===== src/rtl/spi_reg_bridge.sv =====
// ---------------------------------------------------------------------------
// spi_reg_bridge
//
// Purpose:
//   Byte-level command decoder placed after the SPI byte transceiver. It turns
//   SPI frames into single-byte register reads and writes on an 8-bit register
//   bus. A frame is one command byte followed by any number of data bytes.
//   Command bit 7 selects write (1) or read (0). The low ADDR_W bits give the
//   start address, and the address auto-increments for each data byte. Read
//   data goes back to the transceiver on tx_data/tx_ack, so it is shifted out
//   on MISO during the next byte slot.
//
// Parameters:
//   ADDR_W      register address width (1..7)
//   IDLE_BYTE   byte presented on MISO during the command byte and write frames
//   RD_TIMEOUT  cycles to wait for reg_rvalid after reg_re (1..255)
//
// Ports:
//   clk, rst_n         system clock, asynchronous active-low reset
//   ss                 raw SPI slave select (active-low), synchronised here
//   rx_data, rx_ack    received byte and its one-cycle valid strobe
//   tx_data, tx_ack    next byte to transmit and its one-cycle latch strobe
//   reg_addr           register bus address
//   reg_wdata, reg_we  write data and one-cycle write strobe
//   reg_re             one-cycle read strobe
//   reg_rdata          read data from the register bus
//   reg_rvalid         one-cycle strobe, reg_rdata valid
//   err_clr            clears the sticky error flag
//   err_o              sticky error flag: read timeout, or a byte received
//                      while a read was still outstanding
//   busy_o             high whenever a frame is in progress (state != CMD)
// ---------------------------------------------------------------------------
module spi_reg_bridge #(
  parameter int          ADDR_W     = 7,
  parameter logic [7:0]  IDLE_BYTE  = 8'hA5,
  parameter int          RD_TIMEOUT = 15
) (
  input  logic              clk,
  input  logic              rst_n,
  input  logic              ss,
  input  logic [7:0]        rx_data,
  input  logic              rx_ack,
  output logic [7:0]        tx_data,
  output logic              tx_ack,
  output logic [ADDR_W-1:0] reg_addr,
  output logic [7:0]        reg_wdata,
  output logic              reg_we,
  output logic              reg_re,
  input  logic [7:0]        reg_rdata,
  input  logic              reg_rvalid,
  input  logic              err_clr,
  output logic              err_o,
  output logic              busy_o
);

  typedef enum logic [1:0] {
    CMD,
    WR,
    RD_WAIT,
    RD_STREAM
  } state_e;

  state_e            state_q, state_d;
  logic [1:0]        ssSync_q, ssSync_d;
  logic              ssDly_q, ssDly_d;
  logic              startPend_q;
  logic [7:0]        txData_q, txData_d;
  logic              txAck_q, txAck_d;
  logic [ADDR_W-1:0] regAddr_q, regAddr_d;
  logic [7:0]        regWdata_q, regWdata_d;
  logic              regWe_q, regWe_d;
  logic              regRe_q, regRe_d;
  logic [7:0]        cnt_q, cnt_d;
  logic              err_q, err_d;
  logic              errSet;
  logic              frameEnd;

  // The synchronised slave select is ssSync_q[1]. A frame ends on its 0->1
  // transition, which is detected against a delayed copy of it.
  assign frameEnd = ssSync_q[1] & ~ssDly_q;

  // State and output registers. startPend_q is set by reset. It produces the
  // single tx_ack with IDLE_BYTE on the first edge after reset release.
  always_ff @(posedge clk or negedge rst_n) begin
    if (!rst_n) begin
      state_q     <= CMD;
      ssSync_q    <= 2'b11;
      ssDly_q     <= 1'b1;
      startPend_q <= 1'b1;
      txData_q    <= IDLE_BYTE;
      txAck_q     <= 1'b0;
      regAddr_q   <= '0;
      regWdata_q  <= '0;
      regWe_q     <= 1'b0;
      regRe_q     <= 1'b0;
      cnt_q       <= '0;
      err_q       <= 1'b0;
    end else begin
      state_q     <= state_d;
      ssSync_q    <= ssSync_d;
      ssDly_q     <= ssDly_d;
      startPend_q <= 1'b0;
      txData_q    <= txData_d;
      txAck_q     <= txAck_d;
      regAddr_q   <= regAddr_d;
      regWdata_q  <= regWdata_d;
      regWe_q     <= regWe_d;
      regRe_q     <= regRe_d;
      cnt_q       <= cnt_d;
      err_q       <= err_d;
    end
  end

  // Next-state and strobe logic. All strobes are computed here and registered
  // above, so each one appears one cycle after its triggering event.
  always_comb begin
    state_d    = state_q;
    ssSync_d   = {ssSync_q[0], ss};
    ssDly_d    = ssSync_q[1];
    txData_d   = txData_q;
    txAck_d    = 1'b0;
    regAddr_d  = regAddr_q;
    regWdata_d = regWdata_q;
    regWe_d    = 1'b0;
    regRe_d    = 1'b0;
    cnt_d      = cnt_q;
    errSet     = 1'b0;

    if (startPend_q) begin
      txData_d = IDLE_BYTE;
      txAck_d  = 1'b1;
    end

    // The write address advances on the cycle after the write strobe, so
    // reg_addr is stable while reg_we is high.
    if (regWe_q) begin
      regAddr_d = regAddr_q + ADDR_W'(1);
    end

    if (frameEnd) begin
      // A frame end discards any coincident byte and drops an outstanding read.
      state_d  = CMD;
      txData_d = IDLE_BYTE;
      txAck_d  = 1'b1;
    end else begin
      case (state_q)
        CMD: begin
          if (rx_ack) begin
            regAddr_d = rx_data[ADDR_W-1:0];
            if (rx_data[7]) begin
              state_d  = WR;
              txData_d = IDLE_BYTE;
              txAck_d  = 1'b1;
            end else begin
              state_d = RD_WAIT;
              regRe_d = 1'b1;
              cnt_d   = '0;
            end
          end
        end

        WR: begin
          if (rx_ack) begin
            regWdata_d = rx_data;
            regWe_d    = 1'b1;
          end
        end

        RD_WAIT: begin
          cnt_d = cnt_q + 8'd1;
          if (reg_rvalid) begin
            state_d   = RD_STREAM;
            txData_d  = reg_rdata;
            txAck_d   = 1'b1;
            regAddr_d = regAddr_q + ADDR_W'(1);
          end else if (cnt_q == 8'(RD_TIMEOUT)) begin
            // The bus never answered. Send 0xFF in place of data so the
            // master keeps its byte alignment, and flag the error.
            state_d   = RD_STREAM;
            txData_d  = 8'hFF;
            txAck_d   = 1'b1;
            regAddr_d = regAddr_q + ADDR_W'(1);
            errSet    = 1'b1;
          end
          // A byte that arrives before the read data means the master shifted
          // faster than the bus responded. The byte is dropped.
          if (rx_ack) begin
            errSet = 1'b1;
          end
        end

        RD_STREAM: begin
          if (rx_ack) begin
            state_d = RD_WAIT;
            regRe_d = 1'b1;
            cnt_d   = '0;
          end
        end

        default: begin
          state_d = CMD;
        end
      endcase
    end

    // Clear wins over a coincident set.
    if (err_clr) begin
      err_d = 1'b0;
    end else begin
      err_d = err_q | errSet;
    end
  end

  assign tx_data   = txData_q;
  assign tx_ack    = txAck_q;
  assign reg_addr  = regAddr_q;
  assign reg_wdata = regWdata_q;
  assign reg_we    = regWe_q;
  assign reg_re    = regRe_q;
  assign err_o     = err_q;
  assign busy_o    = (state_q != CMD);

endmodule

===== config.mk =====
export PLATFORM = sky130hd
export DESIGN_NAME = spi_reg_bridge
export DESIGN_NICKNAME = d
export VERILOG_FILES = /design/src/rtl/spi_reg_bridge.sv
export SDC_FILE = /design/constraint.sdc
export NUM_CORES = 1
export LEC_CHECK = 0
export ABC_AREA = 1
export CORE_ASPECT_RATIO = 1.5
export CORE_MARGIN = 4
export CORE_UTILIZATION = 30
export DETAILED_ROUTE_END_ITERATION = 7
export MAX_ROUTING_LAYER = met4
export SETUP_SLACK_MARGIN = 0.3
export SYNTH_ARGS = -nofsm -noshare
export SYNTH_HDL_FRONTEND = slang
export SYNTH_SLANG_ARGS = --single-unit

===== constraint.sdc =====
create_clock -name clk -period 2.6 [get_ports clk]
set_input_delay 0.39 -clock clk [delete_from_list [all_inputs] [get_ports clk]]
set_output_delay 0.39 -clock clk [all_outputs]
set_load 0.03 [all_outputs]

==> qor.csv <==
stage,metric,value,unit
timing,Setup TNS Final,0,ns
global_route,pin count of the biggest net entering global routing,42,
finish,Post-Layout Cell Count,482,
clocking,root buffer cell,clkbuf_16,
clocking,maximum clock path buffer count,2,
critical_path,Critical Path End Type,output pin,
synthesis,Post-Syn Area,2530,um2
run,max_cap viols,0,
timing,Worst slew margin,38.0,%
die,core area,8110,um2
critical_path,WP depth,4,
placement,GP Congestion,0.885,
finish,Final Core Density,40.3,%
critical_path,CP Capture Point,busy_o,
outcome,status,completed,
placement,DP Area,3120,um2
drt,1st-iter DRT viols,143,
critical_path,"slowest stage delay, CP",0.69,ns
die,Die Span Y,121,um
die,cell row count,40,
synthesis,"Avg Cell Area, Syn",7.80,um2
timing,worst slew pin tran,0.930,ns
finish,"Design Area, Final",3260,um2
synthesis,number of synthesized flops with an enable pin,0,
critical_path,crit path buf inv count,3,
clocking,clock slew at reported path FFs,0.06,ns
timing,final number of setup-violating endpoints,0,
critical_path,CP max FO,5,
placement,dpl hpwl,5160,um
die,Die X,83.1,um
global_route,global-route wire length before repair,11400,um
clocking,H-tree lvl count,2,
synthesis,sequential-to-total area share from yosys stat,40.9,%
drt,Vias,2318,
synthesis,largest family of logic cells by synthesized area,simple AND/OR/NAND/NOR gates,
synthesis,top cell type's share of synthesized area,32.6,%
timing,clock skew,0.00554,ns
critical_path,critical path's top delay family,buffers and inverters,
placement,dpl cells,474,
timing,"Hold Vio Cnt, Final",0,
global_route,initial antenna violation count,0,
critical_path,Setup crit start kind,flop,
synthesis,mux contribution to synthesized area,0,%
power_and_ir_drop,LEAKAGE,1.47,nW
finish,ANT cells,0,
synthesis,most frequent cells after synthesis,"77 x nand2_1, 37 x inv_1, 33 x dfrtp_1, 27 x o21ai_0",
synthesis,Synth Register Bits,41,
synthesis,async set or reset register ratio after synthesis,100,%
synthesis,Simple-Gate Fraction of Synth Area,27.5,%
clocking,Skew-Pair Late Insertion Delay,0.28,ns
power_and_ir_drop,worst vdd ir,0.530,mV
die,die footprint,10000,um2
global_route,overflow left after global routing,0,
critical_path,R2R Path Start,cnt_q[1],
synthesis,Synth Net Count,354,
drt,drt pass-1 iters,4,
synthesis,largest area contributor in the netlist,dfrtp_1,
synthesis,dominant synthesized flop cell,dfrtp_1,
timing,worst hold margin,0.244,ns
placement,count of input and output buffers,49,
critical_path,Slowest cell on crit path,clkdlybuf4s50_1,
clocking,Num CTS Buffers,5,
critical_path,reg2reg setup slack,0.74,ns
power_and_ir_drop,Power Density,1140,nW/um2
synthesis,Syn Inst Count,325,
critical_path,crit path kind,flop to output pin,
clocking,TritonCTS clock tree,built,
synthesis,post-synthesis compound-gate area fraction,18.1,%
drt,post-DR wirelength/cell,13.9,um
timing,Max Freq,453,MHz
global_route,GRT Total Usage,14.4,%
timing,min cycle time layout,2.21,ns
synthesis,cell with the most instances after synthesis,nand2_1,
synthesis,XOR/XNOR share of the synthesized area,1.04,%
clocking,postcts setup bufs,0,
timing,RSZ-0062 raised after global routing,false,
finish,Fill cells,844,
finish,area grow syn2layout,28.8,%
synthesis,synth warn,0,
critical_path,CP dominant cell by count,inv_1,
critical_path,crit path from,state_q[0],
global_route,vias in the first global route,2355,
critical_path,reg2reg path depth,11,
die,I/O Pins,50,
synthesis,post-synth cell types,40,
finish,layout cells sized above 1,12.5,%
critical_path,Reg-to-Reg End,reg_addr[5],
synthesis,dominant cells by area after synthesis,"dfrtp_1 33%, nand2_1 11%, dfstp_2 8.3%, inv_1 5.5%, o21ai_0 5.3%",
synthesis,Post-Synth Adder-Cell Area,3.46,%
finish,number of nets in the layout,405,
drt,ANT nets after route,0,
critical_path,CP required,2.21,ns
critical_path,Worst EP arrival,1.82,ns
drt,Routed Wire Length,6700,um
worst_hold_path,worst hold-check path type,input port to async pin,
drt,Via density,4.81,
critical_path,"critical path, cell by cell",inv_1 > ha_1 > inv_1 > clkdlybuf4s50_1,
die,initial core utilization,31.3,%
timing,crit share post-route,85.0,%
clocking,Sink Count,41,
timing,Max Transition Viols Final,0,
drt,DRC Markers,0,
-- cells in the final DEF, fill, tap and decap left out, types with 5 or more instances in the layout --
cell,count
buf_4,5
o21ai_0,27
clkbuf_16,5
nand2_1,77
nand3_2,5
nand3_1,23
ha_1,7
dfstp_2,8
nor2_1,22
o21ai_1,5
dfrtp_1,33
clkdlybuf4s50_1,48
inv_1,37
a21oi_1,23
-- how the worst min path moves through the flow --
stage	start	endpoint	slack (ns)
after floorplan	rst_n	cnt_q[0]	0.09
after global placement	ssSync_q[0]	ssSync_q[1]	0.35
after detailed placement	ssSync_q[0]	ssSync_q[1]	0.35
after CTS	rst_n	tx_data[1]	0.27
after global routing	rst_n	tx_data[1]	0.34
final	rst_n	tx_data[4]	0.24
-- state kept, by name, indices dropped and copies added (netlist names) --
register,cells
ssSync_q,2
reg_addr,7
cnt_q,8
startPend_q,1
tx_data,8
reg_re,1
reg_we,1
ssDly_q,1
tx_ack,1
state_q,2
reg_wdata,8
err_o,1
-- report_power, final --
| group | switching, W | internal [W] | total, W |
|---|---|---|---|
| Clock | 0.000237 | 0.000357 | 0.000594 |
| Sequential | 0.000192 | 0.000858 | 0.00105 |
| Combinational | 0.00126 | 0.000799 | 0.00206 |
| Total | 0.00169 | 0.00201 | 0.00371 |
-- metal layers --
metal / vias to the layer above / wire length (um) / global-route usage (%)
li1: 1169 / - / -
met3: 12 / 208 / 2.25
met5: - / 0 / -
met2: 48 / 3580 / 25.5
met4: 0 / 154 / 6.24
met1: 1089 / 2760 / 16.1
-- area by class of cell --
cell class	count	area (um2)	area share (%)
Multi-Input combinational cell	233	1280	39.2
Sequential cell	41	1040	31.7
Timing Repair Buffer	54	523	16.0
Inverter	41	156	4.79
Clock buffer	8	136	4.18
Tap cell	105	131	4.02
-- what timing repair did --
item                                    4_1_cts  5_1_grt
gates resized for setup                       0        1
endpoints found under the setup margin        0        1
hold buffers                                  0        0
-- cell families after synthesis --
logic type      count (synthesis)
flops                          41
compound gates                 74
simple gates                  148
fa+ha+maj                       7
buf+inv                        51
other cells                     1
xor+xnor                        3
-- per-stage QoR --
step / power, W / setup slack [ns]
3_3_place_gp: 0.00310 / 0.580
2_1_floorplan: 0.00243 / 0.948
4_1_cts: 0.00375 / 0.375
3_5_place_dp: 0.00313 / 0.530
5_1_grt: 0.00401 / 0.315
6_report: 0.00371 / 0.390
Power figures use the tool's default switching activity.
